===== src/rtl/hoplite_pkg.sv =====
// Shared Hoplite flit field definitions: destination coordinate layout and the
// local-address match used by the injection queue and ROUTER.
package hoplite_pkg;

  localparam int CNT_WIDTH_DEFAULT = 32;

  // Widest coordinate supported by dst_match; the caller zero-pads the field.
  localparam int MAX_ADDR_W = 8;

  // Field index inside the destination slice; bit offset = index * ADDRESS_WIDTH.
  localparam int X_FIELD = 0;
  localparam int Y_FIELD = 1;
  localparam int Z_FIELD = 2;

  function automatic logic dst_match(input logic [3*MAX_ADDR_W-1:0] flit_dst,
                                     input int cx, input int cy, input int cz,
                                     input int aw);
    logic [31:0] d;
    logic [31:0] mask;
    d    = {8'd0, flit_dst};
    mask = (32'd1 << aw) - 32'd1;
    return (((d >> (X_FIELD * aw)) & mask) == (32'(cx) & mask)) &&
           (((d >> (Y_FIELD * aw)) & mask) == (32'(cy) & mask)) &&
           (((d >> (Z_FIELD * aw)) & mask) == (32'(cz) & mask));
  endfunction

endpackage


===== src/rtl/flit_fifo.sv =====
// Circular flit buffer with a combinational head read; occupancy is tracked
// separately from the pointers so full and empty never alias.
module flit_fifo #(
  parameter  int FLIT_SIZE = 128,
  parameter  int DEPTH     = 8,
  localparam int PTR_W     = $clog2(DEPTH),
  localparam int LVL_W     = PTR_W + 1
) (
  input  logic                 clk,
  input  logic                 rst,
  input  logic                 push,
  input  logic [FLIT_SIZE-1:0] push_data,
  input  logic                 pop,
  output logic [FLIT_SIZE-1:0] head,
  output logic [LVL_W-1:0]     level,
  output logic                 full,
  output logic                 empty
);

  logic [FLIT_SIZE-1:0] mem [DEPTH];
  logic [PTR_W-1:0]     wr_ptr_reg;
  logic [PTR_W-1:0]     rd_ptr_reg;
  logic [LVL_W-1:0]     level_reg;

  always_ff @(posedge clk) begin
    if (push) mem[wr_ptr_reg] <= push_data;
  end

  always_ff @(posedge clk or negedge rst) begin
    if (!rst) begin
      wr_ptr_reg <= '0;
      rd_ptr_reg <= '0;
      level_reg  <= '0;
    end else begin
      if (push) wr_ptr_reg <= wr_ptr_reg + PTR_W'(1);
      if (pop)  rd_ptr_reg <= rd_ptr_reg + PTR_W'(1);
      case ({push, pop})
        2'b10:   level_reg <= level_reg + LVL_W'(1);
        2'b01:   level_reg <= level_reg - LVL_W'(1);
        default: level_reg <= level_reg;
      endcase
    end
  end

  assign head  = mem[rd_ptr_reg];
  assign level = level_reg;
  assign full  = (level_reg == LVL_W'(DEPTH));
  assign empty = (level_reg == '0);

endmodule


===== src/rtl/pe_injection_queue.sv =====
// PE-side injection queue for a Hoplite node: offers the head flit to ROUTER
// until accepted, diverts self-addressed flits to a local eject port.
module pe_injection_queue
  import hoplite_pkg::*;
#(
  parameter int FLIT_SIZE     = 128,
  parameter int ADDRESS_WIDTH = 3,
  parameter int CUR_X         = 0,
  parameter int CUR_Y         = 0,
  parameter int CUR_Z         = 0,
  parameter int DEPTH         = 8,
  parameter int CNT_WIDTH     = CNT_WIDTH_DEFAULT
) (
  input  logic                       clk,
  input  logic                       rst,
  input  logic                       pe_wr_valid,
  input  logic [FLIT_SIZE-1:0]       pe_wr_data,
  output logic                       pe_wr_ready,
  output logic                       pe_in_valid,
  output logic [FLIT_SIZE-1:0]       pe_input,
  input  logic                       injection_success,
  output logic                       local_eject_valid,
  output logic [FLIT_SIZE-1:0]       local_eject,
  output logic [$clog2(DEPTH):0]     level,
  output logic [CNT_WIDTH-1:0]       inj_count,
  output logic [CNT_WIDTH-1:0]       stall_count,
  output logic                       protocol_err
);

  logic [FLIT_SIZE-1:0]      head;
  logic                      full;
  logic                      empty;
  logic                      push;
  logic                      pop;
  logic                      net_pop;
  logic                      local_pop;
  logic                      head_local;
  logic [3*MAX_ADDR_W-1:0]   dst_field;

  logic                      eject_valid_reg;
  logic [FLIT_SIZE-1:0]      eject_data_reg;
  logic [CNT_WIDTH-1:0]      inj_count_reg;
  logic [CNT_WIDTH-1:0]      stall_count_reg;
  logic                      protocol_err_reg;

  flit_fifo #(
    .FLIT_SIZE (FLIT_SIZE),
    .DEPTH     (DEPTH)
  ) u_fifo (
    .clk       (clk),
    .rst       (rst),
    .push      (push),
    .push_data (pe_wr_data),
    .pop       (pop),
    .head      (head),
    .level     (level),
    .full      (full),
    .empty     (empty)
  );

  always_comb begin
    dst_field = '0;
    dst_field[3*ADDRESS_WIDTH-1:0] = head[3*ADDRESS_WIDTH-1:0];
  end

  assign head_local  = dst_match(dst_field, CUR_X, CUR_Y, CUR_Z, ADDRESS_WIDTH);
  // Full refuses writes outright, even if a pop frees a slot this cycle.
  assign push        = pe_wr_valid && !full;
  assign pe_in_valid = !empty && !head_local;
  assign net_pop     = pe_in_valid && injection_success;
  assign local_pop   = !empty && head_local;
  assign pop         = net_pop || local_pop;

  assign pe_wr_ready = !full;
  assign pe_input    = head;

  always_ff @(posedge clk or negedge rst) begin
    if (!rst) begin
      eject_valid_reg  <= 1'b0;
      eject_data_reg   <= '0;
      inj_count_reg    <= '0;
      stall_count_reg  <= '0;
      protocol_err_reg <= 1'b0;
    end else begin
      eject_valid_reg <= local_pop;
      if (local_pop) eject_data_reg <= head;
      if (net_pop && (inj_count_reg != '1))
        inj_count_reg <= inj_count_reg + CNT_WIDTH'(1);
      if (pe_in_valid && !injection_success && (stall_count_reg != '1))
        stall_count_reg <= stall_count_reg + CNT_WIDTH'(1);
      // A success with nothing offered is a router protocol violation.
      if (injection_success && !pe_in_valid)
        protocol_err_reg <= 1'b1;
    end
  end

  assign local_eject_valid = eject_valid_reg;
  assign local_eject       = eject_data_reg;
  assign inj_count         = inj_count_reg;
  assign stall_count       = stall_count_reg;
  assign protocol_err      = protocol_err_reg;

endmodule


===== config.mk =====
export PLATFORM = sky130hd
export DESIGN_NAME = pe_injection_queue
export DESIGN_NICKNAME = d
export VERILOG_FILES = /design/src/rtl/hoplite_pkg.sv /design/src/rtl/flit_fifo.sv /design/src/rtl/pe_injection_queue.sv
export SDC_FILE = /design/constraint.sdc
export NUM_CORES = 1
export LEC_CHECK = 0
export ABC_CLOCK_PERIOD_IN_PS = 41000
export CAP_MARGIN = 20
export CORE_UTILIZATION = 35
export CTS_BUF_LIST = sky130_fd_sc_hd__clkbuf_4
export CTS_CLUSTER_DIAMETER = 100
export DETAILED_ROUTE_END_ITERATION = 7
export PLACE_DENSITY = 0.62
export SYNTH_ARGS = -nofsm -noshare
export SYNTH_HDL_FRONTEND = slang
export SYNTH_SLANG_ARGS = --single-unit
export TNS_END_PERCENT = 100

===== constraint.sdc =====
create_clock -name clk -period 41 [get_ports clk]
set_input_delay 8.2 -clock clk [delete_from_list [all_inputs] [get_ports clk]]
set_output_delay 8.2 -clock clk [all_outputs]
set_load 0.03 [all_outputs]

==> run summary, run 1 <==
===========================================================================
Y dimension of the die                                             368.3 um
Largest register FFs                                                   1024
Wire length after detailed routing                                110800 um
Crit-path max FO                                                         64
Final Hold Violating Endpoints                                            0
Most used cells in the layout excluding fill and tap cells     edfxtp_1 (1024), clkbuf_4 (477), clkdlybuf4s50_1 (458)
# hold bufs at CTS                                                        0
Cell count after synthesis                                             2128
Startpoint of the worst hold path                              protocol_err
Cells along the critical path                                  buf_4, mux4_2, mux2_2, or3_1, o41ai_4, buf_4, inv_1, clkdlybuf4s50_1
RD Place Congestion                                                  0.7738
CP Data Arrival Time                                                5.96 ns
Final number of setup-violating endpoints                                 0
Post-route setup slack                                             26.84 ns
Achievable frequency                                              70.62 MHz
Maximum number of pins on one net before global-route repair            165
Remaining DRCs                                                            0
Sequential-to-total area share from yosys stat                       76.36%
Summed area of non-filler cells in the final layout               57790 um2
X dimension of the die                                             368.3 um
Footprint of the multi-input gates                                10540 um2
Via count of the first global-routing pass                            25970
Launch instance of the worst register-to-register path         u_fifo.rd_ptr_reg[0]
Clock-pin slew on the worst setup and hold paths                    0.07 ns
Total standard cell area after synthesis                          46950 um2
Commonest non-fill, non-tap cell in the layout                     edfxtp_1
Synthesized Nets                                                       2268
Master cell of the clock root buffer                               clkbuf_4
I/O Buffers                                                             459
HP Class                                                       flop to flop
Data required time of the worst path                               32.80 ns
Via/cell ratio                                                        4.909
Initial core utilization                                             35.23%
Number of fill cells                                                  11530
Clock tree from TritonCTS                                              done
Slack of the worst reg-to-reg path                                 35.13 ns
Dpl ws                                                             27.54 ns
Worst-Margin Slew                                                  1.367 ns
Yosys warnings                                                            0
Depth of the CTS H-tree                                                   5
Critical path's most frequent cell                                    buf_4
Antenna violations before repair                                         23
Mean instance size in the synthesized netlist                     22.06 um2
Via count                                                             23950
Class of the most critical setup path                          flop to output port
Row count                                                               134
Post-synth EDFFs                                                       1024
Dpl cell area                                                     53590 um2
DRC violation total after the first TritonRoute iteration              1658
Largest Register                                                 u_fifo.mem
Initial DRT Pass Iterations                                               5
Max incr delay on CP                                                0.96 ns
Die area                                                         135600 um2
Sequential Area                                                   35870 um2
Fraction of final layout cells sized beyond drive strength 1         33.55%
Max capacitance violation total                                           0
Slowest CP cell                                                     dfrtp_4
Worst flop-to-flop path endpoint                               local_eject[61]
Global routing usage summed across all routing layers                16.37%
Setup TNS                                                              0 ns
Final Skew                                                        0.1136 ns
Deepest clock path buffer count                                           4
WL per Instance                                                    22.71 um
Kind of end point of the critical path                          output port
Reg2Reg Depth                                                             8
Worst-skew pair later-pin latency                                   1.29 ns
Share of the clock period used by the worst path                     34.54%
Setup crit start kind                                                  flop
Total power divided by cell area                               73.89 nW/um2
Post-cts sizing count                                                     0
Total global routing overflow                                             0
Synth async-reset ratio                                              16.61%
Final Net Count                                                        3003
Antenna Violating Nets Remaining                                          0
Number of max-slew violations in the final report                         0
Peak supply drop                                                 0.05542 mV
Relative slew slack                                                  8.895%
Post-synth top flop                                                edfxtp_1
Result of the run                                                 completed
Num Clock Sinks                                                        1228
Endpoint, Worst Hold                                           protocol_err
First-pass GRT wire length                                        162700 um
Clock buffers created by TritonCTS                                      339
Minimum clock period                                               14.16 ns
Number of I/O pins                                                      460
Count of different cell masters after synthesis                          48
Area Growth Syn to Fin                                               23.07%
Detailed Place HPWL                                                62880 um
Flop and latch count out of synthesis                                  1228
Post-CTS setup buffer count                                               0
Area of the core                                                 133300 um2
Leakage power of the design                                        20.03 nW
Hold Path Cell Cnt                                                        1
RSZ-0062 raised after global routing                                  false
===========================================================================
==> cells in the mapped netlist, drive strengths merged, types with 3 or more instances <==
| cell type | count | area share (%) |
|---|---|---|
| and2 | 4 | 0.053 |
| and3 | 10 | 0.13 |
| and4 | 7 | 0.13 |
| buf | 61 | 0.82 |
| clkbuf | 41 | 0.33 |
| dfrtp | 204 | 11 |
| edfxtp | 1024 | 65 |
| ha | 7 | 0.19 |
| inv | 19 | 0.15 |
| mux2 | 249 | 6.0 |
| mux2i | 3 | 0.064 |
| mux4 | 256 | 12 |
| nand2 | 30 | 0.24 |
| nand3 | 21 | 0.22 |
| nand4 | 11 | 0.15 |
| nor2 | 8 | 0.075 |
| nor2b | 9 | 0.12 |
| nor3 | 29 | 0.31 |
| nor4 | 29 | 0.40 |
| nor4b | 4 | 0.075 |
| or2 | 4 | 0.059 |
| or3 | 5 | 0.067 |
| or4 | 3 | 0.048 |
| xnor2 | 18 | 0.34 |
| xor2 | 52 | 0.97 |
==> worst max path at each step <==
stage	start	end	slack [ns]	depth (start not counted)
2_1_floorplan	pe_wr_valid	u_fifo.mem[4][0]	18.59	2
6_report	u_fifo.rd_ptr_reg[0]	pe_in_valid	26.84	8
3_3_place_gp	u_fifo.rd_ptr_reg[0]	pe_input[66]	27.64	6
5_1_grt	u_fifo.rd_ptr_reg[0]	pe_in_valid	26.32	8
3_5_place_dp	u_fifo.rd_ptr_reg[0]	pe_input[10]	27.54	6
4_1_cts	u_fifo.rd_ptr_reg[0]	pe_input[10]	26.09	6
==> cells by family after synthesis <==
logic type               count (synthesis)  synth area share [%]
multiplexers                           508                 18.34
adder cells (fa/ha/maj)                  8                0.2292
buffers and inverters                  121                 1.300
flip-flops                            1228                 76.36
AND/OR/NAND/NOR                        182                 2.233
AO/OA/AOI/OAI                           11                0.2318
XOR/XNOR                                70                 1.306
==> cell type report <==
class / instances / share of cell area (%)
Antenna cell: 7 / 0.03031
Clock buffer: 477 / 6.197
Clock inverter: 104 / 0.9375
Inverter: 19 / 0.1234
Multi-Input combinational cell: 779 / 18.25
Sequential cell: 1228 / 62.06
Tap cell: 1768 / 3.828
Timing Repair Buffer: 496 / 8.574
==> worst max-delay path: cells and delay by family (launching register included) <==
kind,cells,cell delay [ns]
and+or+nand+nor,1,0.48
AOI/OAI and AO/OA,1,0.25
buffers and inverters,4,2.07
DFF,1,0.96
muxes,2,0.88
==> where the power goes <==
part	leakage, nW	internal (mW)	switching (mW)
registers	12.0	1.56	0.103
logic	5.59	0.681	0.867
clock network	2.47	0.566	0.490
total	20.0	2.81	1.46
==> routing by layer <==
layer	track usage, %	wire length, um	part of all wire (%)	up-vias
met5	0	139	0.13	-
met4	6.232	2576	2.3	22
met3	5.557	8078	7.3	188
met2	26.67	55510	50	799
met1	20.05	44480	40	12480
li1	-	-	-	10460
==> metrics by stage <==
step                      utilization [%]  std cells  total power [mW]  hold WS (ns)
after detailed placement            40.21       4288             3.261        0.4596
after global placement              40.21       4288             3.229        0.4452
final                               43.35       4878             4.270        0.4698
after floorplan                         -       2128             2.688        0.5499
after global routing                43.35       4876             4.479        0.4935
after CTS                           43.30       4869             4.342        0.4742
No activity file was read; power rests on OpenSTA's default activity.
==> inputs of run 2 (changes only) <==
--- a/config.mk
+++ b/config.mk
@@ -5,7 +5,7 @@
 export SDC_FILE = /design/constraint.sdc
 export NUM_CORES = 1
 export LEC_CHECK = 0
-export ABC_CLOCK_PERIOD_IN_PS = 41000
+export ABC_CLOCK_PERIOD_IN_PS = 13200
 export CAP_MARGIN = 20
 export CORE_UTILIZATION = 35
 export CTS_BUF_LIST = sky130_fd_sc_hd__clkbuf_4
==> constraint.sdc (replaced) <==
create_clock -name clk -period 13.2 [get_ports clk]
set_input_delay 2.64 -clock clk [delete_from_list [all_inputs] [get_ports clk]]
set_output_delay 2.64 -clock clk [all_outputs]
set_load 0.03 [all_outputs]
==> run 2 against run 1 <==
Against the previous run:
- wire length down 2.9%
- total power grew to 3.1 times the previous value
- sequential power rose to 3.1 times the previous value
- first-iteration DRC count is 4.6% lower
==> run summary, run 2 (synthesized netlist as in run 1, its figures left out) <==
===========================================================================
Result of the run                                                 completed
Clock tree from TritonCTS                                              done
Die area                                                         135600 um2   unchanged
Initial DRT Pass Iterations                                               7   +2
Data required time of the worst path                               10.56 ns   -22.24 ns
Largest Register                                                 u_fifo.mem
Via/cell ratio                                                        4.875   -0.69%
Number of I/O pins                                                      460   unchanged
Worst-Margin Slew                                                  1.012 ns   -0.3543 ns
Worst-skew pair later-pin latency                                   1.28 ns   about the same
DRC violation total after the first TritonRoute iteration              1581   -4.6%
Master cell of the clock root buffer                               clkbuf_4
Antenna violations before repair                                         19   -17%
Clock-pin slew on the worst setup and hold paths                    0.06 ns   about the same
Row count                                                               134   unchanged
Setup TNS                                                              0 ns   unchanged
Clock buffers created by TritonCTS                                      335   -1.2%
Crit-path max FO                                                         87   +36%
HP Class                                                       flop to flop
Initial core utilization                                             35.23%   unchanged
Post-CTS setup buffer count                                               0   unchanged
Post-cts sizing count                                                     0   unchanged
Depth of the CTS H-tree                                                   5   unchanged
Via count of the first global-routing pass                            26320   +1.3%
Most used cells in the layout excluding fill and tap cells     edfxtp_1 (1024), clkbuf_4 (468), clkdlybuf4s50_1 (458)
Fraction of final layout cells sized beyond drive strength 1         33.70%   +0.15 points
Final Hold Violating Endpoints                                            0   unchanged
Y dimension of the die                                             368.3 um   unchanged
WL per Instance                                                    21.99 um   -3.2%
RD Place Congestion                                                  0.7596   -1.8%
Share of the clock period used by the worst path                     64.40%
Num Clock Sinks                                                        1228   unchanged
Summed area of non-filler cells in the final layout               57830 um2   about the same
Final Net Count                                                        3007   +0.13%
# hold bufs at CTS                                                        0   unchanged
Via count                                                             23860   -0.39%
First-pass GRT wire length                                        160300 um   -1.5%
Final Skew                                                        0.1175 ns   +0.003972 ns
Kind of end point of the critical path                          output port
Relative slew slack                                                  32.52%   +24 points
Number of max-slew violations in the final report                         0   unchanged
Setup crit start kind                                                  flop
I/O Buffers                                                             459   unchanged
Dpl cell area                                                     53680 um2   +0.17%
X dimension of the die                                             368.3 um   unchanged
Final number of setup-violating endpoints                                 0   unchanged
Area of the core                                                 133300 um2   unchanged
Leakage power of the design                                        20.06 nW   +0.15%
Max capacitance violation total                                           0   unchanged
Global routing usage summed across all routing layers                15.97%   -0.40 points
Wire length after detailed routing                                107600 um   -2.9%
CP Data Arrival Time                                                5.86 ns   -0.10 ns
Detailed Place HPWL                                                62130 um   -1.2%
Maximum number of pins on one net before global-route repair             94   -43%
Largest register FFs                                                   1024   unchanged
Antenna Violating Nets Remaining                                          0   unchanged
Class of the most critical setup path                          flop to output port
Utilization after layout                                             43.38%   about the same
Deepest clock path buffer count                                           4   unchanged
Commonest non-fill, non-tap cell in the layout                     edfxtp_1
Peak supply drop                                                  0.1653 mV   +200%
Total power                                                        13.18 mW   +210%
Total global routing overflow                                             0   unchanged
RSZ-0062 raised after global routing                                  false
Total power divided by cell area                               227.9 nW/um2   +210%
Area Growth Syn to Fin                                               23.16%   about the same
Minimum clock period                                               8.501 ns
Remaining DRCs                                                            0   unchanged
Achievable frequency                                              117.6 MHz
===========================================================================
## run 2: cell count changes in the layout (fill, tap and decap cells not counted), moves of 2 or more
| cell | change |
|---|---|
| diode_2 | +5 |
| inv_2 | +2 |
| buf_12 | -2 |
| clkinv_2 | +4 |
| clkbuf_4 | -9 |
| nor4b_4 | +2 |
| clkinvlp_4 | +2 |
| buf_4 | +11 |
| nor4b_2 | -2 |
| clkinv_1 | +2 |
## run 2: critical path, stage by stage (launching register included)
cell	delay (ns)
dfrtp_4	0.93
buf_12	0.59
mux4_2	0.60
mux2_2	0.29
or3_1	0.52
o41ai_4	0.26
buf_4	0.58
inv_1	0.09
clkdlybuf4s50_1	0.62
## run 2: where the power goes
group	total (mW)	internal, mW	switching (mW)
clock network	3.26	1.74	1.53
logic	4.78	2.10	2.67
registers	5.14	4.85	0.292
total	13.2	8.69	4.49
## run 2: layer usage
metal	routed length, um	up-vias	track usage [%]
li1	-	10460	-
met1	43080	12480	19.09
met2	54720	727	26.71
met3	7374	176	5.133
met4	2320	20	6.224
met5	119	-	0
## run 2: stage by stage
stage	setup slack, ns	hold slack, ns	std cells
after global routing	4.201	0.4828	4888
after CTS	4.364	0.4592	4881
after global placement	5.585	0.4398	4297
after detailed placement	5.877	0.4486	4298
final	4.699	0.4570	4893
after floorplan	0.2951	0.5983	2128
## run 2: final timing paths
| path | start | to | slack (ns) | depth (start not counted) |
|---|---|---|---|---|
| setup / recovery | u_fifo.rd_ptr_reg[0] | pe_in_valid | 4.70 | 8 |
| hold / removal | protocol_err | protocol_err | 0.46 | 1 |
| setup reg to reg | u_fifo.rd_ptr_reg[0] | local_eject[68] | 8.05 | 8 |
| hold reg to reg | protocol_err | protocol_err | 0.46 | 1 |
| max in group asynchronous | rst | u_fifo.level[0] | 10.31 | 2 |
| min in group asynchronous | rst | stall_count[9] | 1.47 | 1 |
## run 2: final cells by class
type | count | area [um2]
Clock inverter | 115 | 600.6
Tap cell | 1768 | 2212
Multi-Input combinational cell | 779 | 10560
Timing Repair Buffer | 504 | 4970
Fill cell | 11530 | 75460
Inverter | 19 | 71.32
Clock buffer | 468 | 3513
Antenna cell | 12 | 30.03
Sequential cell | 1228 | 35870
==> variant 1 (flow settings as in run 2) <==
`CNT_WIDTH_DEFAULT`: 32 -> 48.
--- a/src/rtl/hoplite_pkg.sv
+++ b/src/rtl/hoplite_pkg.sv
@@ -4,3 +4,3 @@
 
-  localparam int CNT_WIDTH_DEFAULT = 32;
+  localparam int CNT_WIDTH_DEFAULT = 48;
 
Interface: changed (resized inj_count and stall_count); port bits go from 460 to 492. The function was not compared with the original's and may differ.
==> variant 1 against run 2 <==
  * Area after synthesis is 3.4% higher
  * Cell count grew 4.8%
  * Sequential cell count grew 32
  * Worst setup slack improved by 0.48 ns
  * Critical path depth did not move
  * Via count up 6.0%
  * Clock skew down 0.0091 ns
  * Design area is 3.8% higher
  * Routed wire length is 2.0% higher
  * Die area is 3.4% higher
  * Core utilization grew 0.27 points
  * Global-route usage down 0.29 points
  * Total power up 0.64%
  * Highest routed layer unchanged
==> variant 1: results (changes against run 2) <==
* Number of inserted diodes at 9 (-3)
* Placed Instances at 4,524 (+5.3%)
* Length of the first detailed-routing pass in iterations at 4 (-3)
* Post-Route WL at 110 mm (+2.0%)
* Layout cell share with drive strength beyond 1 at 33.8% (+0.067 points)
* Layout Skew at 0.108 ns (-0.00908 ns)
* Final layout net count at 3,220 (+7.1%)
* Biggest fanout along the worst timing path at 42 (-52%)
* Leakage at 21.3 nW (+6.2%)
* Layout buffering overhead excluding clock cells at 8.89% (+0.29 points)
* Num CTS Buffers at 347 (+3.6%)
* Skew-Pair Late Insertion Delay at 1.23 ns (-0.05 ns)
* Multi-input combinational area share at 19.0% (+0.77 points)
* Count of sequential standard cells at 1,260 (+2.6%)
* Smallest hold slack at 0.486 ns (+0.0285 ns)
* Post-placement cell area at 55,700 um2 (+3.7%)
* Compound-gate portion of the synthesized area at 0.170% (-0.062 points)
* Endpoint of the worst register-to-register path: u_fifo.level[3]
* Placer congestion estimate at 0.794 (+4.6%)
* Non-clock inverter count at 10 (-9)
* Routed length per instance at 21.4 um (-2.7%)
* Max-Slew Margin vs Limit at 33.0% (+0.52 points)
* Number of violations reported at the end of detailed-routing iteration 0 at 1,467 (-7.2%)
* Maximum cell stage delay along the critical path at 0.80 ns (-0.13 ns)
* Syn Nets at 2,438 (+7.5%)
* Max VDD drop at 0.173 mV (+4.6%)
* Outcome: completed
* Depth of the worst register-to-register path at 14 (+6)
* Via count of the first global-routing pass at 27,000 (+2.6%)
* Origin of the worst min-delay path: protocol_err
* Sum of net half-perimeters after detailed placement at 63.2 mm (+1.7%)
* Antenna violations before repair at 21 (+2)
* Sequential share of cell area at 61.1% (-0.94 points)
* Total number of multi-input combinational cells at 919 (+18%)
* Port Buffers at 491 (+7.0%)
* Post-synthesis sequential area ratio at 75.5% (-0.85 points)
* Synth area leaders: sky130_fd_sc_hd__edfxtp_1, sky130_fd_sc_hd__dfrtp_1, sky130_fd_sc_hd__mux4_2, sky130_fd_sc_hd__mux2_2, sky130_fd_sc_hd__xor2_1
* GR Util All Layers at 15.7% (-0.29 points)
* Arrival time of the worst setup path at 5.39 ns (-0.47 ns)
* Number of vias after detailed routing at 25,300 (+6.0%)
* Netlist cell types at 45 (-6.3%)
* Mux share of post-synthesis cell area at 17.7% (-0.59 points)
* First-pass GRT wire length at 165 mm (+3.2%)
* Layout-stage area growth over the synthesis result at 23.7%
* Nonclk buf count at 542 (+7.5%)
* Share of flip-flops with an asynchronous set or reset at 18.7% (+2.1 points)
* Clock network contribution to total cell area at 7.15% (+0.037 points)
* Post-Place Worst Slack at 6.23 ns (+0.350 ns)
* Clock buffer count in the final layout at 523 (+12%)
* Fillcell total at 12,000 (+4.4%)
## variant 1: cell count changes after synthesis, sizes merged, moves of 7 or more
cell,before,now
xnor2,18,8
nor3b,2,10
nand3,21,38
dfrtp,204,236
clkbuf,41,48
nor2,8,15
nand2,30,41
xor2,52,92
and3,10,18
nor3,29,61
nand4,11,32
nor4,29,37
inv,19,10
## variant 1: cell families (layout without fill, tap and decap cells)
kind of cell | count (synthesis) | count (layout)
flops | 1260 | 1260
mux | 509 | 509
simple gates | 293 | 293
buf+inv | 119 | 1147
xor+xnor | 100 | 100
compound gates | 9 | 9
fa+ha+maj | 8 | 8
other cells | 0 | 9
## variant 1: metal layers
layer,wire (um),share of wire [%],track usage [%],vias to the layer above
li1,-,-,-,11200
met1,45800,42,19.4,13000
met2,53800,49,25.1,839
met3,8310,7.6,5.81,196
met4,1630,1.5,5.58,34
met5,202,0.18,0,-
## variant 1: worst max-delay path by stage
| stage | slack (ns) | endpoint | startpoint |
|---|---|---|---|
| 2_1_floorplan | 0.30 | u_fifo.mem[3][0] | pe_wr_valid |
| 3_3_place_gp | 6.22 | pe_in_valid | u_fifo.rd_ptr_reg[0] |
| 3_5_place_dp | 6.23 | pe_in_valid | u_fifo.rd_ptr_reg[0] |
| 4_1_cts | 4.77 | pe_input[117] | u_fifo.rd_ptr_reg[1] |
| 5_1_grt | 4.73 | pe_in_valid | u_fifo.rd_ptr_reg[0] |
| 6_report | 5.17 | pe_in_valid | u_fifo.rd_ptr_reg[0] |
## variant 1: power by group
part | switching [mW] | total, mW | internal [mW]
sequential | 0.222 | 5.16 | 4.93
combinational | 2.65 | 4.71 | 2.07
clock | 1.54 | 3.40 | 1.85
==> variant 2 (config.mk and constraints of run 2) <==
Made on the original files. Reset style: synchronous (`rst`), changed in 2 clocked blocks.
--- a/src/rtl/flit_fifo.sv
+++ b/src/rtl/flit_fifo.sv
@@ -28,3 +28,3 @@
 
-  always_ff @(posedge clk or negedge rst) begin
+  always_ff @(posedge clk) begin
     if (!rst) begin
--- a/src/rtl/pe_injection_queue.sv
+++ b/src/rtl/pe_injection_queue.sv
@@ -76,3 +76,3 @@
 
-  always_ff @(posedge clk or negedge rst) begin
+  always_ff @(posedge clk) begin
     if (!rst) begin
Behaviour: not the same (Yosys sat finds a counterexample within 4 cycles, from zero or initial values and one cycle with rst low; the reset may be asserted at any time).
==> variant 2 against run 2 <==
  * Sequential share of layout area decreased by 1.4 points
  * Worst setup slack better by 0.79 ns
  * Via count is 3.0% higher
  * Sequential cell count increased by 3
  * Design area shrank 0.37%
  * Non-clock buffer count fell by 1
  * Area after synthesis fell by 0.39%
  * Cell count rose by 4.3%
  * Routed wire length is 2.7% lower
  * First-iteration DRC count shrank 13%
Power is not compared: it rests on default switching activity, and its combinational part moved more than twofold at a synthesized area within 25%.
==> variant 2: results (changes against run 2) <==
* Gate count after technology mapping at 2,367 (+11%)
* Placed Instances at 4,509 (+4.9%)
* Worst-path cell with the longest stage delay: sky130_fd_sc_hd__dfxtp_4
* Layout cell share with drive strength beyond 1 at 30.0% (-3.7 points)
* Origin of the worst min-delay path: local_eject[2]
* Placer congestion estimate at 0.752 (-1.0%)
* Endpoint of the worst register-to-register path: local_eject[89]
* Pin count of the biggest net entering global routing at 95 (+1.1%)
* Layout Skew at 0.105 ns (-0.0128 ns)
* Met2 Usage GRT at 25.0% (-1.7 points)
* Compound-gate portion of the synthesized area at 0.821% (+0.59 points)
* Total met3 wirelength after detailed routing at 6.05 mm (-18%)
* GR Util All Layers at 15.4% (-0.55 points)
* Layout-stage area growth over the synthesis result at 23.2% (about the same)
* Via count normalized by instance count at 4.82 (-1.2%)
* Skew-Pair Late Insertion Delay at 1.25 ns (-0.03 ns)
* Outcome: completed
* Antenna violations before repair at 16 (-3)
* Routed length on met2 at 51.4 mm (-6.0%)
* Arrival time of the worst setup path at 5.07 ns (-0.79 ns)
* Routed length per instance at 20.5 um (-6.7%)
* Depth of the worst register-to-register path at 10 (+2)
* Most frequent cells after synthesis: sky130_fd_sc_hd__edfxtp_1, sky130_fd_sc_hd__mux4_2, sky130_fd_sc_hd__dfxtp_1
* Sum of net half-perimeters after detailed placement at 59.2 mm (-4.7%)
* Post-synthesis xor/xnor area fraction at 0.581% (-0.73 points)
## variant 2: cell count changes in the layout (fill, tap and decap cells not counted), moves of 19 or more
cell | before | now
sky130_fd_sc_hd__clkbuf_4 | 468 | 530
sky130_fd_sc_hd__nor4_1 | 27 | 8
sky130_fd_sc_hd__nand2_1 | 30 | 51
sky130_fd_sc_hd__mux2i_1 | 3 | 136
sky130_fd_sc_hd__nor2_1 | 5 | 163
sky130_fd_sc_hd__mux2_1 | 25 | 0
sky130_fd_sc_hd__mux2_2 | 224 | 126
sky130_fd_sc_hd__xor2_1 | 52 | 8
sky130_fd_sc_hd__clkinv_1 | 79 | 34
sky130_fd_sc_hd__a21oi_1 | 1 | 30
sky130_fd_sc_hd__dfrtp_1 | 201 | 0
sky130_fd_sc_hd__dfxtp_1 | 0 | 204
## variant 2: final cells by class
cell class | instances | share of cell area [%]
sequential | 1231 | 60.6
multi-input combinational | 1000 | 19.4
timing repair buffer | 503 | 8.59
clock buffer | 530 | 6.91
tap | 1755 | 3.81
clock inverter | 53 | 0.519
inverter | 20 | 0.139
antenna | 9 | 0.0391
## variant 2: critical path, delay by kind of cell (launching register included)
kind	cells	cell delay [ns]
mux	2	0.91
buf+inv	3	1.91
flops	1	0.80
## variant 2: power by group through the flow
| stage | Clock (mW) | Sequential, mW | Combinational, mW |
|---|---|---|---|
| 2_1_floorplan | 0 | 4.52 | 1.12 |
| 3_3_place_gp | 0 | 4.50 | 1.76 |
| 3_5_place_dp | 0 | 4.50 | 1.76 |
| 4_1_cts | 3.50 | 4.42 | 1.76 |
| 5_1_grt | 3.70 | 4.43 | 1.83 |
| 6_report | 3.37 | 4.42 | 1.72 |
